[src/rtl/i2c_pkg.sv]
// Shared types and constants for the I2C responder register file.
package i2c_pkg;

  typedef enum logic [3:0] {
    IDLE,
    ADDR,
    ADDR_ACK,
    REG,
    REG_ACK,
    WDATA,
    WDATA_ACK,
    READ,
    RACK,
    WAIT_STOP
  } state_t;

  localparam logic [6:0] DEFAULT_TARGET_ADDR = 7'h76;
  localparam logic [7:0] CHIP_ID_REG         = 8'hD0;
  localparam logic [7:0] UNIMPL_VALUE        = 8'hFF;

endpackage

[src/rtl/i2c_bus_sync.sv]
// Synchronises the raw SCL/SDA bus levels into the clk domain and derives
// SCL edges plus START/STOP conditions from the synchronised samples.
module i2c_bus_sync (
  input  logic clk,
  input  logic rst,
  input  logic scl,
  input  logic sda,
  output logic scl_rise,
  output logic scl_fall,
  output logic start_det,
  output logic stop_det,
  output logic sda_s
);

  // [0] and [1] form the synchroniser, [2] holds the previous synced value.
  logic [2:0] scl_q;
  logic [2:0] sda_q;

  // Shift both lines through the synchroniser; the idle bus level is high.
  always_ff @(posedge clk or negedge rst) begin
    if (!rst) begin
      scl_q <= 3'b111;
      sda_q <= 3'b111;
    end else begin
      scl_q <= {scl_q[1:0], scl};
      sda_q <= {sda_q[1:0], sda};
    end
  end

  assign scl_rise  = scl_q[1] & ~scl_q[2];
  assign scl_fall  = ~scl_q[1] & scl_q[2];
  assign start_det = scl_q[1] & scl_q[2] & ~sda_q[1] & sda_q[2];
  assign stop_det  = scl_q[1] & scl_q[2] & sda_q[1] & ~sda_q[2];
  assign sda_s     = sda_q[1];

endmodule

[src/rtl/i2c_responder_regfile.sv]
// I2C target with a byte-addressed register file and auto-incrementing pointer.
// Build option: define CHIP_ID_EN to make register 0xD0 a read-only chip id.
module i2c_responder_regfile
  import i2c_pkg::*;
#(
  parameter logic [6:0] TARGET_ADDR = DEFAULT_TARGET_ADDR,
  parameter int         REG_COUNT   = 16,
  parameter logic [7:0] CHIP_ID     = 8'h60
) (
  input  logic       clk,
  input  logic       rst,
  input  logic       scl,
  input  logic       sda_out,
  output logic       sda_in,
  output logic       busy,
  output logic       wr_strobe,
  output logic [7:0] wr_addr,
  output logic [7:0] wr_data
);

  localparam int         IDX_W     = (REG_COUNT > 1) ? $clog2(REG_COUNT) : 1;
  localparam logic [8:0] REG_LIMIT = 9'(REG_COUNT);

  state_t     state_q, state_d;
  logic [3:0] bit_cnt;
  logic [7:0] shift_q;
  logic [7:0] pointer;
  logic [7:0] mem [REG_COUNT];

  logic scl_rise, scl_fall, start_det, stop_det, sda_s;
  logic sda_d, busy_d;
  logic bit_clr, bit_inc, ack_seen;
  logic shift_in, shift_out, load_tx;
  logic ptr_load, ptr_inc, wr_fire;
  logic ptr_store;
  logic addr_match, rw_bit;
  logic [7:0] byte_now, rd_val;

  i2c_bus_sync u_sync (
    .clk       (clk),
    .rst       (rst),
    .scl       (scl),
    .sda       (sda_out),
    .scl_rise  (scl_rise),
    .scl_fall  (scl_fall),
    .start_det (start_det),
    .stop_det  (stop_det),
    .sda_s     (sda_s)
  );

  assign addr_match = (shift_q[7:1] == TARGET_ADDR);
  assign rw_bit     = shift_q[0];
  assign byte_now   = {shift_q[6:0], sda_s};

  // Value presented for the current pointer and whether a write there is kept.
  always_comb begin
    ptr_store = ({1'b0, pointer} < REG_LIMIT);
    rd_val    = ptr_store ? mem[pointer[IDX_W-1:0]] : UNIMPL_VALUE;
`ifdef CHIP_ID_EN
    if (pointer == CHIP_ID_REG) begin
      rd_val    = CHIP_ID;
      ptr_store = 1'b0;
    end
`endif
  end

  // Protocol state register.
  always_ff @(posedge clk or negedge rst) begin
    if (!rst) state_q <= IDLE;
    else      state_q <= state_d;
  end

  // Next state: bus conditions win, otherwise advance on SCL edges.
  always_comb begin
    state_d = state_q;
    if (stop_det) begin
      state_d = IDLE;
    end else if (start_det) begin
      state_d = ADDR;
    end else begin
      case (state_q)
        ADDR:      if (scl_fall && bit_cnt == 4'd8) state_d = addr_match ? ADDR_ACK : IDLE;
        ADDR_ACK:  if (scl_fall) state_d = rw_bit ? READ : REG;
        REG:       if (scl_fall && bit_cnt == 4'd8) state_d = REG_ACK;
        REG_ACK:   if (scl_fall) state_d = WDATA;
        WDATA:     if (scl_fall && bit_cnt == 4'd8) state_d = WDATA_ACK;
        WDATA_ACK: if (scl_fall) state_d = WDATA;
        READ:      if (scl_fall && bit_cnt == 4'd8) state_d = RACK;
        RACK: begin
          if (scl_rise && sda_s)                  state_d = WAIT_STOP;
          else if (scl_fall && bit_cnt == 4'd9)   state_d = READ;
        end
        default: state_d = state_q;
      endcase
    end
  end

  // Per-cycle actions: SDA drive, busy, shifting, pointer and write pulses.
  always_comb begin
    sda_d     = sda_in;
    busy_d    = busy;
    bit_clr   = 1'b0;
    bit_inc   = 1'b0;
    ack_seen  = 1'b0;
    shift_in  = 1'b0;
    shift_out = 1'b0;
    load_tx   = 1'b0;
    ptr_load  = 1'b0;
    ptr_inc   = 1'b0;
    wr_fire   = 1'b0;
    if (stop_det) begin
      sda_d   = 1'b1;
      busy_d  = 1'b0;
      bit_clr = 1'b1;
    end else if (start_det) begin
      sda_d   = 1'b1;
      bit_clr = 1'b1;
    end else if (scl_rise) begin
      case (state_q)
        ADDR, REG, WDATA: begin
          if (bit_cnt < 4'd8) begin
            shift_in = 1'b1;
            bit_inc  = 1'b1;
            wr_fire  = (state_q == WDATA) && (bit_cnt == 4'd7);
          end
        end
        READ: if (bit_cnt < 4'd8) bit_inc = 1'b1;
        RACK: begin
          if (sda_s) busy_d   = 1'b0;
          else       ack_seen = 1'b1;
        end
        default: ;
      endcase
      if (wr_fire) ptr_inc = 1'b1;
    end else if (scl_fall) begin
      case (state_q)
        ADDR: begin
          if (bit_cnt == 4'd8) begin
            if (addr_match) begin
              sda_d  = 1'b0;
              busy_d = 1'b1;
            end else begin
              busy_d = 1'b0;
            end
          end
        end
        ADDR_ACK: begin
          bit_clr = 1'b1;
          if (rw_bit) begin
            load_tx = 1'b1;
            sda_d   = rd_val[7];
          end else begin
            sda_d   = 1'b1;
          end
        end
        REG: begin
          if (bit_cnt == 4'd8) begin
            sda_d    = 1'b0;
            ptr_load = 1'b1;
          end
        end
        WDATA: if (bit_cnt == 4'd8) sda_d = 1'b0;
        REG_ACK, WDATA_ACK: begin
          sda_d   = 1'b1;
          bit_clr = 1'b1;
        end
        READ: begin
          if (bit_cnt == 4'd8) begin
            sda_d   = 1'b1;
            ptr_inc = 1'b1;
          end else begin
            sda_d     = shift_q[7];
            shift_out = 1'b1;
          end
        end
        RACK: begin
          if (bit_cnt == 4'd9) begin
            bit_clr = 1'b1;
            load_tx = 1'b1;
            sda_d   = rd_val[7];
          end
        end
        default: ;
      endcase
    end
  end

  // Datapath registers following the decoded actions.
  always_ff @(posedge clk or negedge rst) begin
    if (!rst) begin
      sda_in    <= 1'b1;
      busy      <= 1'b0;
      bit_cnt   <= 4'd0;
      shift_q   <= 8'h00;
      pointer   <= 8'h00;
      wr_strobe <= 1'b0;
      wr_addr   <= 8'h00;
      wr_data   <= 8'h00;
    end else begin
      sda_in    <= sda_d;
      busy      <= busy_d;
      wr_strobe <= wr_fire;
      if (bit_clr)       bit_cnt <= 4'd0;
      else if (bit_inc)  bit_cnt <= bit_cnt + 4'd1;
      else if (ack_seen) bit_cnt <= 4'd9;
      if (shift_in)       shift_q <= byte_now;
      else if (load_tx)   shift_q <= {rd_val[6:0], 1'b1};
      else if (shift_out) shift_q <= {shift_q[6:0], 1'b1};
      if (ptr_load)     pointer <= shift_q;
      else if (ptr_inc) pointer <= pointer + 8'd1;
      if (wr_fire) begin
        wr_addr <= pointer;
        wr_data <= byte_now;
      end
    end
  end

  // Register file storage; bytes outside the implemented range are dropped.
  always_ff @(posedge clk or negedge rst) begin
    if (!rst) begin
      for (int i = 0; i < REG_COUNT; i++) mem[i] <= 8'h00;
    end else if (wr_fire && ptr_store) begin
      mem[pointer[IDX_W-1:0]] <= byte_now;
    end
  end

endmodule

[config.mk]
export PLATFORM = sky130hd
export DESIGN_NAME = i2c_responder_regfile
export DESIGN_NICKNAME = d
export VERILOG_FILES = /design/src/rtl/i2c_pkg.sv /design/src/rtl/i2c_bus_sync.sv /design/src/rtl/i2c_responder_regfile.sv
export SDC_FILE = /design/constraint.sdc
export NUM_CORES = 1
export LEC_CHECK = 0
export CAP_MARGIN = 20
export CORE_MARGIN = 2
export CORE_UTILIZATION = 30
export DETAILED_ROUTE_END_ITERATION = 6
export PLACE_DENSITY = 0.56
export SETUP_SLACK_MARGIN = 0.15
export SYNTH_ARGS = -nofsm -noshare
export SYNTH_HDL_FRONTEND = slang
export SYNTH_SLANG_ARGS = --single-unit
export TNS_END_PERCENT = 50
[constraint.sdc]
create_clock -name clk -period 6.45 [get_ports clk]
set_input_delay 0.645 -clock clk [delete_from_list [all_inputs] [get_ports clk]]
set_output_delay 0.645 -clock clk [all_outputs]
set_load 0.03 [all_outputs]
==> flow_metrics.py, run 1 <==
metrics = {
    "run_status": {
        "status": "complete, no violations",
    },
    "clocking": {
        "root_buffer": "clkbuf_16",
        "hold_buffers": 0,
        "cts_buffer_depth": 2,
        "clk_latency_ns": 0.43,
        "cts_tree": "yes",
        "cts_resized": 0,
        "clk_pin_slew_worst_paths_ns": 0.07,
        "cts_sinks": 177,
        "numCtsBuffers": 17,
        "cts_setup_buffers": 0,
        "htree_levels": 4,
    },
    "floorplanning": {
        "die_h_um": 174,
        "core_mm2": 0.0286,
        "die_area_mm2": 0.0304,
        "start_util": 0.304,
        "row_count": 62,
        "die_w_um": 174,
        "ios": 23,
    },
    "worst_hold_path": {
        "hp-class": "primary input to asynchronous set/reset pin",
    },
    "routing": {
        "drt_iter0_drc": 379,
        "antenna_left": 0,
        "wl_per_cell_um": 19.0,
        "routed_wl_um": 20100,
        "viasPerCell": 5.09,
        "dr.pass1.iters": 5,
        "drc": 0,
        "vias": 5395,
    },
    "power_and_ir_drop": {
        "ir_drop_mv": 0.151,
        "netSwitchingFraction": 0.296,
        "clockPowerShare": 0.407,
        "p_switching_w": 0.000867,
        "p_comb_frac": 0.119,
        "power.density_mw_per_mm2": 295,
        "power.internal_w": 0.00206,
        "leakagePower_nw": 4.53,
        "p_seq_frac": 0.475,
    },
    "grt": {
        "met1_usage": 0.200,
        "overflow": 0,
        "antenna_found_initial": 0,
        "grt_pass1_vias": 5515,
        "grt_use_total": 0.140,
        "grt_pass1_wl_um": 32800,
        "grt_max_degree": 83,
        "busiest_layer": "met2",
        "grt_util_met2": 0.216,
        "grt_util_met3": 0.0227,
    },
    "critical_path": {
        "startpoint_type": "flop",
        "critPathMaxFanout": 29,
        "end_kind": "flop",
        "cp.arrival_ns": 3.88,
        "crit_required_ns": 6.76,
        "path_class": "flop to flop",
    },
    "place": {
        "gp_congestion": 0.802,
        "dpl.hpwl_um": 12600,
        "dp_cells": 1028,
        "place.port_buffers": 22,
    },
    "logic_synthesis": {
        "yosysSeqAreaShare": 0.509,
        "avgSynthCellArea_um2": 13.0,
        "synth-edff-count": 0,
        "synth_warnings": 0,
        "synth_fp_nets": 682,
        "synth_area_mm2": 0.00871,
        "synth_cell_types": 64,
        "synthCells": 668,
        "async_reset_ff_frac": 1.00,
        "ys_ff_latch": 177,
        "ys.flop_type": "dfrtp_1",
    },
    "sta": {
        "period_minus_slack_ns": 3.57,
        "fin_crit_sh": 0.554,
        "slew_violations": 0,
        "rsz0062_at_grt": "no",
        "hold_viol": 0,
        "worstMarginPinSlew_ns": 1.04,
        "tns_ns": 0,
        "timing.fmax_mhz": 280,
        "finalClockSkew_ns": 0.00863,
        "finalSetupViolCount": 0,
        "maxSlewHeadroom": 0.304,
    },
    "final_layout": {
        "fin_util": 0.346,
        "final_cells": 1060,
        "drive_gt1_frac": 0.361,
        "antenna_cells": 0,
        "syn_to_final_growth_pct": 13.8,
        "nets": 677,
    },
    "job": {
        "max-cap-violations": 0,
    },
}
==> flip-flops by register name, indices dropped and copies added (netlist names) <==
signal	count
pointer	8
busy	1
wr_strobe	1
u_sync.sda_q	3
sda_in	1
wr_data	8
mem	128
shift_q	8
bit_cnt	4
u_sync.scl_q	3
wr_addr	8
state_q	4
==> worst max-delay path: stages (launching register included) <==
cell,delay (ns)
dfstp_2,0.87
xor2_1,0.19
a211oi_2,0.32
nand2_1,0.44
inv_2,0.66
nand4_2,0.50
mux2_2,0.43
==> power groups by stage <==
stage / clock network, W / registers, W / logic (W)
floorplan: 0 / 0.00122 / 0.000374
global placement: 0 / 0.00141 / 0.000348
detailed placement: 0 / 0.00141 / 0.000350
CTS: 0.00122 / 0.00139 / 0.000352
global route: 0.00127 / 0.00141 / 0.000389
finish: 0.00119 / 0.00139 / 0.000347
==> synthesized netlist by cell type (2+ instances only) <==
cell type / n / area (um2)
dfrtp_1: 170 / 4250
mux2_2: 137 / 1540
nand2_1: 55 / 206
clkbuf_1: 36 / 135
mux4_2: 31 / 698
nand3_1: 18 / 90.1
inv_1: 17 / 63.8
nor2_1: 17 / 63.8
o21ai_0: 17 / 85.1
a21oi_1: 16 / 80.1
nand4_2: 16 / 200
a22oi_1: 15 / 113
ha_1: 10 / 125
dfstp_2: 7 / 184
mux2_4: 7 / 105
and3_1: 6 / 37.5
buf_2: 6 / 30.0
o22a_1: 5 / 43.8
a31oi_1: 4 / 25.0
buf_1: 4 / 15.0
buf_4: 4 / 30.0
nor3_1: 4 / 20.0
o22ai_1: 4 / 25.0
a211oi_1: 3 / 22.5
a2bb2oi_1: 3 / 26.3
mux2i_1: 3 / 30.0
nand2b_1: 3 / 18.8
nand4_1: 3 / 18.8
nor2b_1: 3 / 18.8
a2111oi_0: 2 / 17.5
a221oi_1: 2 / 17.5
a311oi_1: 2 / 17.5
a32oi_1: 2 / 17.5
and2_1: 2 / 12.5
buf_6: 2 / 22.5
nand3b_1: 2 / 15.0
nor4b_1: 2 / 17.5
xor2_1: 2 / 17.5
==> worst paths after layout <==
check                      depth (start not counted)  slack, ns               to             from
setup / recovery                                   6       2.88          mem[85]  u_sync.sda_q[1]
hold / removal                                     1       0.25       wr_data[7]              rst
setup reg to reg                                   6       2.88          mem[85]  u_sync.sda_q[1]
hold reg to reg                                    0       0.36  u_sync.scl_q[1]  u_sync.scl_q[0]
max in group asynchronous                          2       4.90         mem[111]              rst
min in group clk                                   0       0.36  u_sync.scl_q[1]  u_sync.scl_q[0]
==> metal layers <==
| layer | vias up | wire length (um) | share of wire |
|---|---|---|---|
| met1 | 2808 | 9790 | 0.49 |
| met4 | 0 | 365 | 0.018 |
| met3 | 20 | 571 | 0.028 |
| met5 | - | 0 | 0 |
| met2 | 100 | 9400 | 0.47 |
| li1 | 2467 | - | - |
==> cells by family (layout without fill, tap and decap cells) <==
kind of cell / count (synthesis) / after routing / synth area share
XOR/XNOR: 3 / 3 / 0.00302
AND/OR/NAND/NOR: 140 / 140 / 0.0929
buffers and inverters: 70 / 78 / 0.0345
AO/OA/AOI/OAI: 90 / 90 / 0.0730
multiplexers: 178 / 178 / 0.273
flip-flops: 177 / 177 / 0.509
adder cells (fa/ha/maj): 10 / 10 / 0.0144
==> placed cells by master, fill, tap and decap left out, types with 5 or more instances in the layout <==
| cell | synthesis | layout |
|---|---|---|
| a21oi_1 | 16 | 16 |
| a22oi_1 | 15 | 15 |
| and3_1 | 6 | 6 |
| buf_4 | 4 | 6 |
| bufinv_16 | 0 | 6 |
| clkbuf_16 | 0 | 17 |
| clkdlybuf4s50_1 | 0 | 21 |
| dfrtp_1 | 170 | 169 |
| dfstp_2 | 7 | 7 |
| ha_1 | 10 | 10 |
| inv_1 | 17 | 17 |
| mux2_2 | 137 | 137 |
| mux2_4 | 7 | 7 |
| mux4_2 | 31 | 31 |
| nand2_1 | 55 | 55 |
| nand3_1 | 18 | 18 |
| nand4_2 | 16 | 16 |
| nor2_1 | 17 | 17 |
| o21ai_0 | 17 | 17 |
| o22a_1 | 5 | 5 |
==> metrics by stage <==
step	total power, W	hold slack, ns	setup WS, ns	instance area [um2]
floorplan	0.00160	0.345	4.06	8710
global placement	0.00176	0.347	2.97	9240
detailed placement	0.00176	0.347	2.91	9240
CTS	0.00296	0.287	2.88	9920
global route	0.00307	0.303	2.59	9920
finish	0.00293	0.249	2.88	9920
==> area by class of cell <==
cell class | instances | area [um2]
multi-input cells | 421 | 3980
fillers | 2791 | 18700
flip-flops and latches | 177 | 4440
clock buffers | 17 | 425
clock inverters | 15 | 256
well taps | 384 | 480
inverters | 18 | 67.6
repair buffers | 28 | 267
No activity file was read; power rests on OpenSTA's default activity.
==> inputs of run 2 (changes only) <==
==> constraint.sdc (replaced) <==
create_clock -name clk -period 3.5 [get_ports clk]
set_input_delay 0.35 -clock clk [delete_from_list [all_inputs] [get_ports clk]]
set_output_delay 0.35 -clock clk [all_outputs]
set_load 0.03 [all_outputs]
==> run 2 against run 1 <==
Compared with the run above: die area unchanged; worst hold slack improved by 0.096 ns; critical path type unchanged; highest routed layer unchanged; flip-flop and latch count did not move; combinational power is 100% higher; sequential share of layout area is essentially flat; setup slack got worse by 2.4 ns; global-route usage fell by 0.20 points; utilization about the same; via count increased by 1.9%.
==> flow_metrics.py, run 2 (same netlist as run 1, synthesis figures left out) <==
metrics = {
    "final_layout": {
        "drive_gt1_frac": 0.369,
        "antenna_cells": 0,
        "mostFrequentLayoutCells": "169 x dfrtp_1, 137 x mux2_2, 55 x nand2_1",
        "syn_to_final_growth_pct": 13.8,
        "nets": 687,
        "final_cells": 1070,
        "n_fill_cell": 2753,
        "largest-register": "mem",
        "final_common_cell": "dfrtp_1",
        "largest_reg_flops": 128,
    },
    "power_and_ir_drop": {
        "netSwitchingFraction": 0.327,
        "ir_drop_mv": 0.314,
        "p_comb_frac": 0.139,
        "power.density_mw_per_mm2": 514,
        "p_seq_frac": 0.490,
        "p_switching_w": 0.00167,
        "clockPowerShare": 0.371,
        "leakagePower_nw": 4.54,
        "power.internal_w": 0.00343,
    },
    "critical_path": {
        "startpoint_type": "flop",
        "critPathMaxFanout": 29,
        "critical_path.top_delay_family": "simple AND/OR/NAND/NOR gates",
        "path_class": "flop to flop",
        "crit_required_ns": 3.81,
        "cp_slowest_stage_delay_ns": 0.57,
        "slowest_stage": "dfstp_2",
        "crit_chain": "ha_1, inv_1, a211oi_2, nand2_1, inv_2, nand4_2, mux2_2",
        "cp.arrival_ns": 3.29,
        "end_kind": "flop",
        "crit_buf_inv": 2,
    },
    "grt": {
        "grt_pass1_wl_um": 32600,
        "grt_pass1_vias": 5582,
        "grt_max_degree": 73,
        "met1_usage": 0.190,
        "overflow": 0,
        "grt_util_met3": 0.0269,
        "grt_use_total": 0.138,
        "busiest_layer": "met2",
        "grt_util_met2": 0.223,
        "antenna_found_initial": 0,
    },
    "job": {
        "max-cap-violations": 0,
    },
    "place": {
        "dp_cells": 1037,
        "dpl.hpwl_um": 12800,
        "place.port_buffers": 22,
        "gp_congestion": 0.830,
    },
    "clocking": {
        "clk_pin_slew_worst_paths_ns": 0.08,
        "hold_buffers": 1,
        "numCtsBuffers": 17,
        "cts_setup_buffers": 0,
        "cts_sinks": 177,
        "htree_levels": 4,
        "clk_latency_ns": 0.44,
        "root_buffer": "clkbuf_16",
        "cts_buffer_depth": 2,
        "cts_resized": 0,
        "cts_tree": "yes",
    },
    "routing": {
        "vias": 5497,
        "viasPerCell": 5.14,
        "drt_iter0_drc": 362,
        "antenna_left": 0,
        "drc": 0,
        "routed_wl_um": 20200,
        "wl_per_cell_um": 18.9,
        "dr.pass1.iters": 5,
    },
    "floorplanning": {
        "ios": 23,
        "die_w_um": 174,
        "core_mm2": 0.0286,
        "die_area_mm2": 0.0304,
        "die_h_um": 174,
        "row_count": 62,
        "start_util": 0.304,
    },
    "sta": {
        "timing.fmax_mhz": 336,
        "rsz0062_at_grt": "no",
        "period_minus_slack_ns": 2.98,
        "finalClockSkew_ns": 0.0162,
        "hold_ws_ns": 0.345,
        "finalSetupViolCount": 0,
        "slew_violations": 0,
        "tns_ns": 0,
        "hold_viol": 0,
        "maxSlewHeadroom": 0.389,
        "worstMarginPinSlew_ns": 0.917,
        "fin_crit_sh": 0.851,
    },
    "run_status": {
        "status": "complete, no violations",
    },
    "worst_hold_path": {
        "hp-class": "primary input to flop",
    },
}
run 2: final cells by class:
class	count	area, um2	share of cell area
Clock buffer	17	425	0.0429
Clock inverter	15	163	0.0164
Inverter	18	67.6	0.00682
Multi-Input combinational cell	421	3980	0.402
Sequential cell	177	4440	0.448
Tap cell	384	480	0.0485
Timing Repair Buffer	38	357	0.0360
run 2: power groups by stage:
stage / clock network, W / registers (W) / logic [W]
global route: 0.00204 / 0.00253 / 0.000785
finish: 0.00189 / 0.00250 / 0.000709
CTS: 0.00194 / 0.00250 / 0.000718
floorplan: 0 / 0.00225 / 0.000690
global placement: 0 / 0.00254 / 0.000711
detailed placement: 0 / 0.00254 / 0.000714
run 2: through the flow:
step | utilization | setup slack, ns | instance area, um2 | total power [W]
after floorplan | - | 1.11 | 8710 | 0.00294
after global placement | 0.325 | 0.535 | 9320 | 0.00325
after detailed placement | 0.325 | 0.535 | 9320 | 0.00325
after CTS | 0.346 | 0.498 | 9910 | 0.00515
after global routing | 0.346 | 0.375 | 9910 | 0.00535
final | 0.346 | 0.522 | 9910 | 0.00510
run 2: layer usage:
metal	share of wire	wire length (um)	vias up
met4	0.014	278	0
met1	0.47	9520	2876
met5	0	0	-
li1	-	-	2490
met2	0.48	9750	116
met3	0.032	639	15
run 2: final timing paths:
path | from | end | slack, ns | cells after the start
worst max-delay path | u_sync.scl_q[1] | mem[82] | 0.52 | 7
worst min-delay path | sda_out | u_sync.sda_q[0] | 0.34 | 1
worst max register to register | u_sync.scl_q[1] | mem[82] | 0.52 | 7
worst min register to register | u_sync.scl_q[0] | u_sync.scl_q[1] | 0.35 | 0
max in group asynchronous | rst | u_sync.sda_q[2] | 2.09 | 3
min in group asynchronous | rst | mem[27] | 0.49 | 2
==> inputs of run 3 (changes only) <==
--- a/config.mk
+++ b/config.mk
@@ -5,7 +5,7 @@
 export SDC_FILE = /design/constraint.sdc
 export NUM_CORES = 1
 export LEC_CHECK = 0
-export CAP_MARGIN = 20
+export CAP_MARGIN = 40
 export CORE_MARGIN = 2
 export CORE_UTILIZATION = 30
 export DETAILED_ROUTE_END_ITERATION = 6
==> results of run 3 <==
Final layout, timing and power as in run 2 (identical DEF).
